### src/rtl/bp_tone_analyzer.sv
// Square-wave I/Q tone correlator for band-pass filter gain/phase characterization.
// Optional feature: define TONE_AN_PEAK_EN to add a peak |sample| output over the accumulation window.
module bp_tone_analyzer #(
    parameter int DW     = 12,
    parameter int ACCW   = 32,
    parameter int PHW    = 16,
    parameter int NW     = 16,
    parameter int SETTLE = 64
) (
    input  logic            clk,
    input  logic            rst,
    input  logic            start,
    input  logic [PHW-1:0]  fcw,
    input  logic [NW-1:0]   nsamp,
    input  logic            s_valid,
    input  logic [DW-1:0]   s_data,
    output logic            s_ready,
    output logic            busy,
    output logic            done,
    output logic [ACCW-1:0] i_acc,
    output logic [ACCW-1:0] q_acc,
`ifdef TONE_AN_PEAK_EN
    output logic [DW-1:0]   peak,
`endif
    output logic            ovf
);

    // state    | meaning
    // S_IDLE   | waiting for the first start after reset
    // S_SETTLE | discarding SETTLE samples while the filter transient dies out
    // S_ACC    | correlating nsamp samples, then one cycle to publish
    // S_DONE   | results held until the next start
    typedef enum logic [1:0] {S_IDLE, S_SETTLE, S_ACC, S_DONE} state_t;

    localparam int SW = (SETTLE < 2) ? 1 : $clog2(SETTLE + 1);
    localparam int CW = (SW > NW) ? SW : NW;
    localparam logic [CW-1:0] SETTLE_LAST = CW'((SETTLE > 0) ? SETTLE - 1 : 0);

    state_t               state;
    logic [PHW-1:0]       phase;
    logic [PHW-1:0]       fcw_lat;
    logic [CW-1:0]        cnt;
    logic [CW-1:0]        n_lat;
    logic                 i_neg;
    logic                 q_neg;
    logic                 i_sat;
    logic                 q_sat;
    logic                 acc_step;
    logic                 idle_start;
    logic signed [ACCW:0] smp_ext;
    logic signed [ACCW:0] i_sum;
    logic signed [ACCW:0] q_sum;
    logic [ACCW-1:0]      i_next;
    logic [ACCW-1:0]      q_next;

    assign s_ready    = busy;
    assign idle_start = start && (state == S_IDLE || state == S_DONE);
    assign acc_step   = (state == S_ACC) && (cnt != n_lat) && s_valid;
    assign i_neg      = phase[PHW-1] ^ phase[PHW-2];
    assign q_neg      = phase[PHW-1];

    // One guard bit makes overflow visible as a mismatch of the top two sum bits.
    always_comb begin
        smp_ext = {{(ACCW + 1 - DW){s_data[DW-1]}}, s_data};
        i_sum   = {i_acc[ACCW-1], i_acc} + (i_neg ? -smp_ext : smp_ext);
        q_sum   = {q_acc[ACCW-1], q_acc} + (q_neg ? -smp_ext : smp_ext);
        i_sat   = i_sum[ACCW] != i_sum[ACCW-1];
        q_sat   = q_sum[ACCW] != q_sum[ACCW-1];
        i_next  = i_sat ? {i_sum[ACCW], {(ACCW-1){~i_sum[ACCW]}}} : i_sum[ACCW-1:0];
        q_next  = q_sat ? {q_sum[ACCW], {(ACCW-1){~q_sum[ACCW]}}} : q_sum[ACCW-1:0];
    end

    always_ff @(posedge clk) begin
        if (rst) begin
            state   <= S_IDLE;
            phase   <= '0;
            fcw_lat <= '0;
            cnt     <= '0;
            n_lat   <= '0;
            i_acc   <= '0;
            q_acc   <= '0;
            ovf     <= 1'b0;
            busy    <= 1'b0;
            done    <= 1'b0;
        end else begin
            done <= 1'b0;
            case (state)
                S_IDLE, S_DONE: begin
                    if (start) begin
                        fcw_lat <= fcw;
                        n_lat   <= CW'(nsamp);
                        phase   <= '0;
                        cnt     <= '0;
                        i_acc   <= '0;
                        q_acc   <= '0;
                        ovf     <= 1'b0;
                        busy    <= 1'b1;
                        state   <= (SETTLE == 0) ? S_ACC : S_SETTLE;
                    end
                end
                S_SETTLE: begin
                    if (s_valid) begin
                        phase <= phase + fcw_lat;
                        if (cnt == SETTLE_LAST) begin
                            cnt   <= '0;
                            state <= S_ACC;
                        end else begin
                            cnt <= cnt + CW'(1);
                        end
                    end
                end
                S_ACC: begin
                    // The cycle after the last sample publishes; a sample offered then is dropped.
                    if (cnt == n_lat) begin
                        state <= S_DONE;
                        busy  <= 1'b0;
                        done  <= 1'b1;
                    end else if (s_valid) begin
                        phase <= phase + fcw_lat;
                        cnt   <= cnt + CW'(1);
                        i_acc <= i_next;
                        q_acc <= q_next;
                        ovf   <= ovf | i_sat | q_sat;
                    end
                end
                default: state <= S_IDLE;
            endcase
        end
    end

`ifdef TONE_AN_PEAK_EN
    logic [DW-1:0] mag;

    always_comb begin
        mag = s_data[DW-1] ? (-s_data) : s_data;
        if (mag[DW-1]) mag = {1'b0, {(DW-1){1'b1}}};
    end

    always_ff @(posedge clk) begin
        if (rst) begin
            peak <= '0;
        end else if (idle_start) begin
            peak <= '0;
        end else if (acc_step && (mag > peak)) begin
            peak <= mag;
        end
    end
`endif

endmodule

### config.mk
export PLATFORM = sky130hd
export DESIGN_NAME = bp_tone_analyzer
export DESIGN_NICKNAME = d
export VERILOG_FILES = /design/src/rtl/bp_tone_analyzer.sv
export SDC_FILE = /design/constraint.sdc
export NUM_CORES = 1
export LEC_CHECK = 0
export BUFFER_PORTS_ARGS = -buffer_cell sky130_fd_sc_hd__buf_2
export CORE_AREA = 2 2 165 167
export CTS_BUF_LIST = sky130_fd_sc_hd__clkbuf_8
export DETAILED_ROUTE_END_ITERATION = 8
export DIE_AREA = 0 0 167 169
export GPL_TIMING_DRIVEN = 0
export PLACE_DENSITY_LB_ADDON = 0.25
export SLEW_MARGIN = 20
export SYNTH_ARGS = -nofsm -noshare
export SYNTH_HDL_FRONTEND = slang
export SYNTH_SLANG_ARGS = --single-unit
### constraint.sdc
create_clock -name clk -period 8.2 [get_ports clk]
set_input_delay 1.23 -clock clk [delete_from_list [all_inputs] [get_ports clk]]
set_output_delay 1.23 -clock clk [all_outputs]
set_load 0.05 [all_outputs]
## After elaboration in Yosys (flattened, before gate mapping)

Index checks and enable logic that the tools add are counted.

| storage, ports and cells | value |
|---|---|
| register bits | 133 |
| output and inout port bits | 68 |

| cells by class | value |
|---|---|
| add/subtract/negate cells | 5 |
| eq/ne operators | 13 |
| mux-type cells | 33 |
| bitwise logic cells | 6 |
| reduce and logical (&&, ||, !) cells | 10 |

Operators by type and width:

| kind | count |
|---|---|
| two-way mux 32 bit | 7 |
| case mux 32 bit (2 select lines) | 2 |
| two-way mux 16 bit | 7 |
| case mux 16 bit (3 select lines) | 2 |
| adder 33 bit | 2 |
| two-way mux 33 bit | 2 |
| negation 33 bit | 1 |
| adder 16 x 1 -> 16 bit, second input constant | 1 |
| adder 16 bit | 1 |
| equality test 16 bit | 1 |
| equality test 16 x 6 -> 1 bit, second input constant | 1 |
| AND reduction 4 bit | 3 |
| != test 2 bit, second input constant | 5 |
| two-way mux 2 bit | 4 |
| two-way mux 1 bit | 6 |
| case mux 2 bit (3 select lines) | 1 |
| equality test 2 bit, second input constant | 2 |
| case mux 1 bit (2 select lines) | 2 |
| AND reduction 2 bit | 2 |
| OR reduction 2 bit | 2 |
| NOT 1 bit | 3 |
| AND reduction 3 bit | 1 |
| equality test 2 x 1 -> 1 bit, second input constant | 1 |
| zero test 2 bit | 1 |
| other kinds (5) | 7 |

## Longest topological paths before layout

| logic depth | value |
|---|---|
| depth after elaboration | 9 |
| depth in mapped cells | 22 |
| mapped depth without buffers | 19 |

## Worst setup path before layout

Ideal clock, no wire load.

| timing path | value |
|---|---|
| path type | input to register |
| start point | input s_data[2] |
| end point | register q_acc[25] |
| library setup time | 122 ps |
| arrival time | 5914 ps |
| data required time | 8078 ps |
| path slack | 2164 ps |
| stages on the path | 20 |
| buffers on the path | 2 |
| cells stage by stage | or3_1 > or3_1 > or3_1 > clkbuf_1 > nor3_1 > inv_1 > ha_1 > a21oi_1 > ha_1 > a21oi_1 > o21a_1 > and4b_1 > a311oi_2 > a31oi_1 > a311o_2 > a31oi_4 > xnor2_4 > a21boi_4 > buf_6 > a221o_1 |

| between the ends | value |
|---|---|
| longest elaborated chain between the ends | 8 |

RTL lines:

| element | RTL line | RTL |
|---|---|---|
| start, declared | 16 | `input logic [DW-1:0] s_data,` |
| negation 33 bit | 66 | `q_sum = {q_acc[ACCW-1], q_acc} + (q_neg ? -smp_ext : smp_ext);` |
| two-way mux 33 bit (*) | 66 |  |
| adder 33 bit (*) | 66 |  |
| != test 1 bit or NOT 1 bit (tied branches) | 68, 70 |  |
| two-way mux 32 bit (*) | 70 | `q_next = q_sat ? {q_sum[ACCW], {(ACCW-1){~q_sum[ACCW]}}} : q_sum[ACCW-1:0];` |
| two-way mux 32 bit (*) | 118 | `end else if (s_valid) begin` |
| two-way mux 32 bit (*) | 114 | `if (cnt == n_lat) begin` |
| case mux 32 bit (2 select lines) (*) | 87 | `case (state)` |
| end signal, assigned | 122 | `q_acc <= q_next;` |
| end, declared | 21 | `output logic [ACCW-1:0] q_acc,` |

Mark *: on every way between the ends. The rest lies on a longest branch, timed or not. The select of a mux whose other input is x is not followed.
A chain may end at the register's enable or synchronous reset.

## Final worst setup path

| timing path | value |
|---|---|
| start point | input s_data[2] |
| end point | register i_acc[26] |

| between the ends | value |
|---|---|
| longest elaborated chain between the ends | 8 |

RTL lines:

| element | RTL line | RTL |
|---|---|---|
| negation 33 bit | 65 | `i_sum = {i_acc[ACCW-1], i_acc} + (i_neg ? -smp_ext : smp_ext);` |
| two-way mux 33 bit (*) | 65 |  |
| adder 33 bit (*) | 65 |  |
| != test 1 bit or NOT 1 bit (tied branches) | 67, 69 |  |
| two-way mux 32 bit (*) | 69 | `i_next = i_sat ? {i_sum[ACCW], {(ACCW-1){~i_sum[ACCW]}}} : i_sum[ACCW-1:0];` |
| two-way mux 32 bit (*) | 118 |  |
| two-way mux 32 bit (*) | 114 |  |
| case mux 32 bit (2 select lines) (*) | 87 |  |
| end signal, assigned | 121 | `i_acc <= i_next;` |
| end, declared | 20 | `output logic [ACCW-1:0] i_acc,` |

Marked as above.

==> results.sh <==
export IMPL_critical_path_class="primary input to flip-flop"
export IMPL_power_density_mw_per_mm2=253
export IMPL_grt_antenna_before_repair=0
export IMPL_drt_met1_wl_um=13700
export IMPL_fp_dieW_um=167
export IMPL_wirelength_um=29300
export IMPL_cp_arrival_ns=7.27
export IMPL_status="completed"
export IMPL_post_cts_setup_buffers=0
export IMPL_peakVddDrop_mv=0.140
export IMPL_first_iter_violations=595
export IMPL_ant_nets=0
export IMPL_post_cts_resized=0
export IMPL_die_area_mm2=0.0282
export IMPL_yosysWarnings=0
export IMPL_muxShareOfSynthArea=0
export IMPL_postLayoutSetupSlackWorst_ns=1.26
export IMPL_synth_area_per_cell_um2=7.82
export IMPL_postCtsHoldBufs=0
export IMPL_antennaDiodeCount=0
export IMPL_grt_first_pass_wirelength_um=46700
export IMPL_tightest_slew_ns=1.09
export IMPL_ctsRootBufferMaster="clkbuf_8"
export IMPL_cts_buffer_depth=2
export IMPL_cts_clk_slew_worst_paths_ns=0.10
export IMPL_end_kind="flip-flop"
export IMPL_path_buf_inv=5
export IMPL_syn_area_mm2=0.0102
export IMPL_ioPinCount=116
export IMPL_drc_errors=0
export IMPL_synth_adder_area_share=0.120
export IMPL_dp_hpwl_um=22900
export IMPL_synth_simple_area_share=0.195
export IMPL_drv_cap=0
export IMPL_synth_cells=1301
export IMPL_io_buffers=111
export IMPL_fp_coreArea_mm2=0.0265
export IMPL_synth_top_family_by_area="compound AO/OA/AOI/OAI gates"
export IMPL_rows=60
export IMPL_cts_tree="done"
export IMPL_clock_sinks=133
export IMPL_hold_viol_final=0
export IMPL_chipHeight_um=169
export IMPL_drive_above_1_share=0.139
export IMPL_grt_start_max_net_pins=17
export IMPL_area_sequential_mm2=0.00266
export IMPL_cp_common_cell="or3_1"
export IMPL_rsz0062_at_grt="false"
export IMPL_wl_per_cell_um=16.4
export IMPL_htreeDepth=4
export IMPL_cp_cell_sequence="buf_2 > or3_1 > or3_1 > or3_1 > clkbuf_1 > nor3_1 > inv_1 > ha_1 > a21oi_1 > ha_1 > nand4_1 > a211oi_1 > o21ai_1 > a21oi_1 > o2111ai_1 > and2_1 > a211oi_1 > nand2b_1 > buf_2 > nand2_1 > clkbuf_1 > o21ai_0"
export IMPL_syn_num_nets=1443
export IMPL_drtPass1Iterations=5
export IMPL_fin_crit_ns=6.94
export IMPL_critPathMaxStageDelay_ns=0.85
export IMPL_dp_slack_ns=0.674
export IMPL_viasPerCell=5.39
export IMPL_fillers=2759
export IMPL_relSlewSlack=0.269
export IMPL_route_met3_wl_um=1560
export IMPL_cp_start_kind="primary input"
export IMPL_skew_ns=0.0185
export IMPL_min_period_over_period=0.846
export IMPL_fmax_mhz=144
export IMPL_cts_made_buffers=17
export IMPL_grt_pass1_vias=9046
export IMPL_ys_types=81
export IMPL_finalMaxSlewViolations=0
export IMPL_gp_congestion=0.929
export IMPL_nets=1573
export IMPL_p_leak_uw=0.00521
export IMPL_required_ns=8.53
export IMPL_critical_path_max_fanout=10
export IMPL_synth_edff_count=0
export IMPL_setup_tns_final_ns=0
export IMPL_fin_area_mm2=0.0116
export IMPL_final_core_util=0.437
export IMPL_start_util=0.384
export IMPL_grt_overflow_total=0
export IMPL_ys_flop_type="dfxtp_1"
export IMPL_track_usage=0.204
export IMPL_routed_top_layer="met4"
export IMPL_num_vias=9625
export IMPL_setup_violations_final=0
export IMPL_dpl_cell_area_mm2=0.0112
export IMPL_syn_to_final_growth_pct=14.0
export IMPL_synth_xor_area_frac=0.104
export IMPL_synth_compound_area_frac=0.270
export IMPL_clk_latency_ns=0.47
export IMPL_ys_ff_latch=133
export IMPL_ys_seq_area_frac=0.262
export IMPL_async_flop_share=0
export IMPL_hold_path_class="flip-flop to flip-flop"
export IMPL_crit_slowest_cell="nor3_1"
export IMPL_wl_met2_um=13300
export IMPL_holdWs_ns=0.462
export IMPL_multi_input_area_mm2=0.00701
export IMPL_path_delay_family="simple AND/OR/NAND/NOR gates"
## area by class of cell
cell class	count	share of cell area
Buffer	70	0.0312
Clock buffer	17	0.0202
Clock inverter	15	0.0176
Inverter	37	0.0120
Multi-Input combinational cell	1061	0.605
Sequential cell	133	0.230
Tap cell	341	0.0368
Timing Repair Buffer	111	0.0479
## kinds of logic after synthesis
kind of cell | after synthesis
xor gates and xnor gates | 118
adders and majority gates | 96
and+or+nand+nor | 432
AOI/OAI and AO/OA | 415
buffers and inverters | 107
DFF | 133
## synth_stat cells (all sizes together), types with 7 or more instances
master | n | share of area
xor2 | 53 | 0.046
inv | 37 | 0.014
nand2b | 11 | 0.0068
o21ai | 74 | 0.036
nor2b | 12 | 0.0081
buf | 19 | 0.013
and3 | 8 | 0.0057
ha | 91 | 0.11
nor4 | 9 | 0.0055
nand2 | 200 | 0.074
a31oi | 15 | 0.011
a21o | 40 | 0.030
o31ai | 7 | 0.0052
a21oi | 139 | 0.068
nor2 | 96 | 0.035
o211ai | 11 | 0.0081
o21bai | 15 | 0.011
or3 | 19 | 0.012
clkbuf | 51 | 0.023
nand4 | 14 | 0.0086
xnor2 | 65 | 0.058
nand3 | 18 | 0.0089
nor3 | 16 | 0.0079
dfxtp | 133 | 0.26
a221o | 18 | 0.019
a211oi | 14 | 0.011
a22oi | 20 | 0.015
o21a | 18 | 0.013
and2 | 9 | 0.0057
## cells in the final DEF (no fill, tap or decap), types with 12 or more instances in the layout
master and instances:
a211oi_1 12, a21o_1 37, a21oi_1 139, a22oi_1 20, a31oi_1 14, buf_2 117, clkbuf_1 45, clkbuf_8 21
dfxtp_1 133, ha_1 91, inv_1 37, nand2_1 200, nand3_1 18, nand4_1 14, nor2_1 96, nor3_1 16
o21a_1 18, o21ai_0 68, o21bai_1 15, or3_1 19, xnor2_1 64, xor2_1 52
## metrics by stage
stage	cells	power, µW
after floorplan	1301	1930
after global placement	1753	2290
after detailed placement	1753	2310
after CTS	1785	2950
after global routing	1785	3150
final	1785	2940
## per-layer routing
metal	up-vias	global-route usage
met1	4439	0.270
met4	0	0.0633
met2	217	0.337
met3	37	0.0409
li1	4932	-
met5	-	0
## worst paths after layout
check | to | startpoint | slack [ns] | cells after the start
worst max-delay path | i_acc[26] | s_data[2] | 1.26 | 22
worst min-delay path | fcw_lat[13] | fcw_lat[13] | 0.46 | 2
worst max register to register | i_acc[26] | phase[14] | 2.91 | 17
worst min register to register | fcw_lat[13] | fcw_lat[13] | 0.46 | 2
## where the power goes
group | switching, µW | total, µW | leakage (µW) | internal, µW
Combinational | 994 | 1490 | 0.00391 | 499
Sequential | 71.1 | 800 | 0.00108 | 729
Clock | 349 | 641 | 0.000223 | 293
Total | 1410 | 2940 | 0.00521 | 1520
## worst min-delay path, delay by kind of cell, from the launching register on
family	cells	cell delay, ns
AO/OA/AOI/OAI	1	0.05
AND/OR/NAND/NOR	1	0.05
flip-flops	1	0.32
## flip-flops by register name, summed over array words and instances, names as in the netlist
signal / count
ovf: 1
busy: 1
n_lat: 16
i_acc: 32
fcw_lat: 16
state: 2
q_acc: 32
cnt: 16
done: 1
phase: 16
No activity file was read; power rests on OpenSTA's default activity.
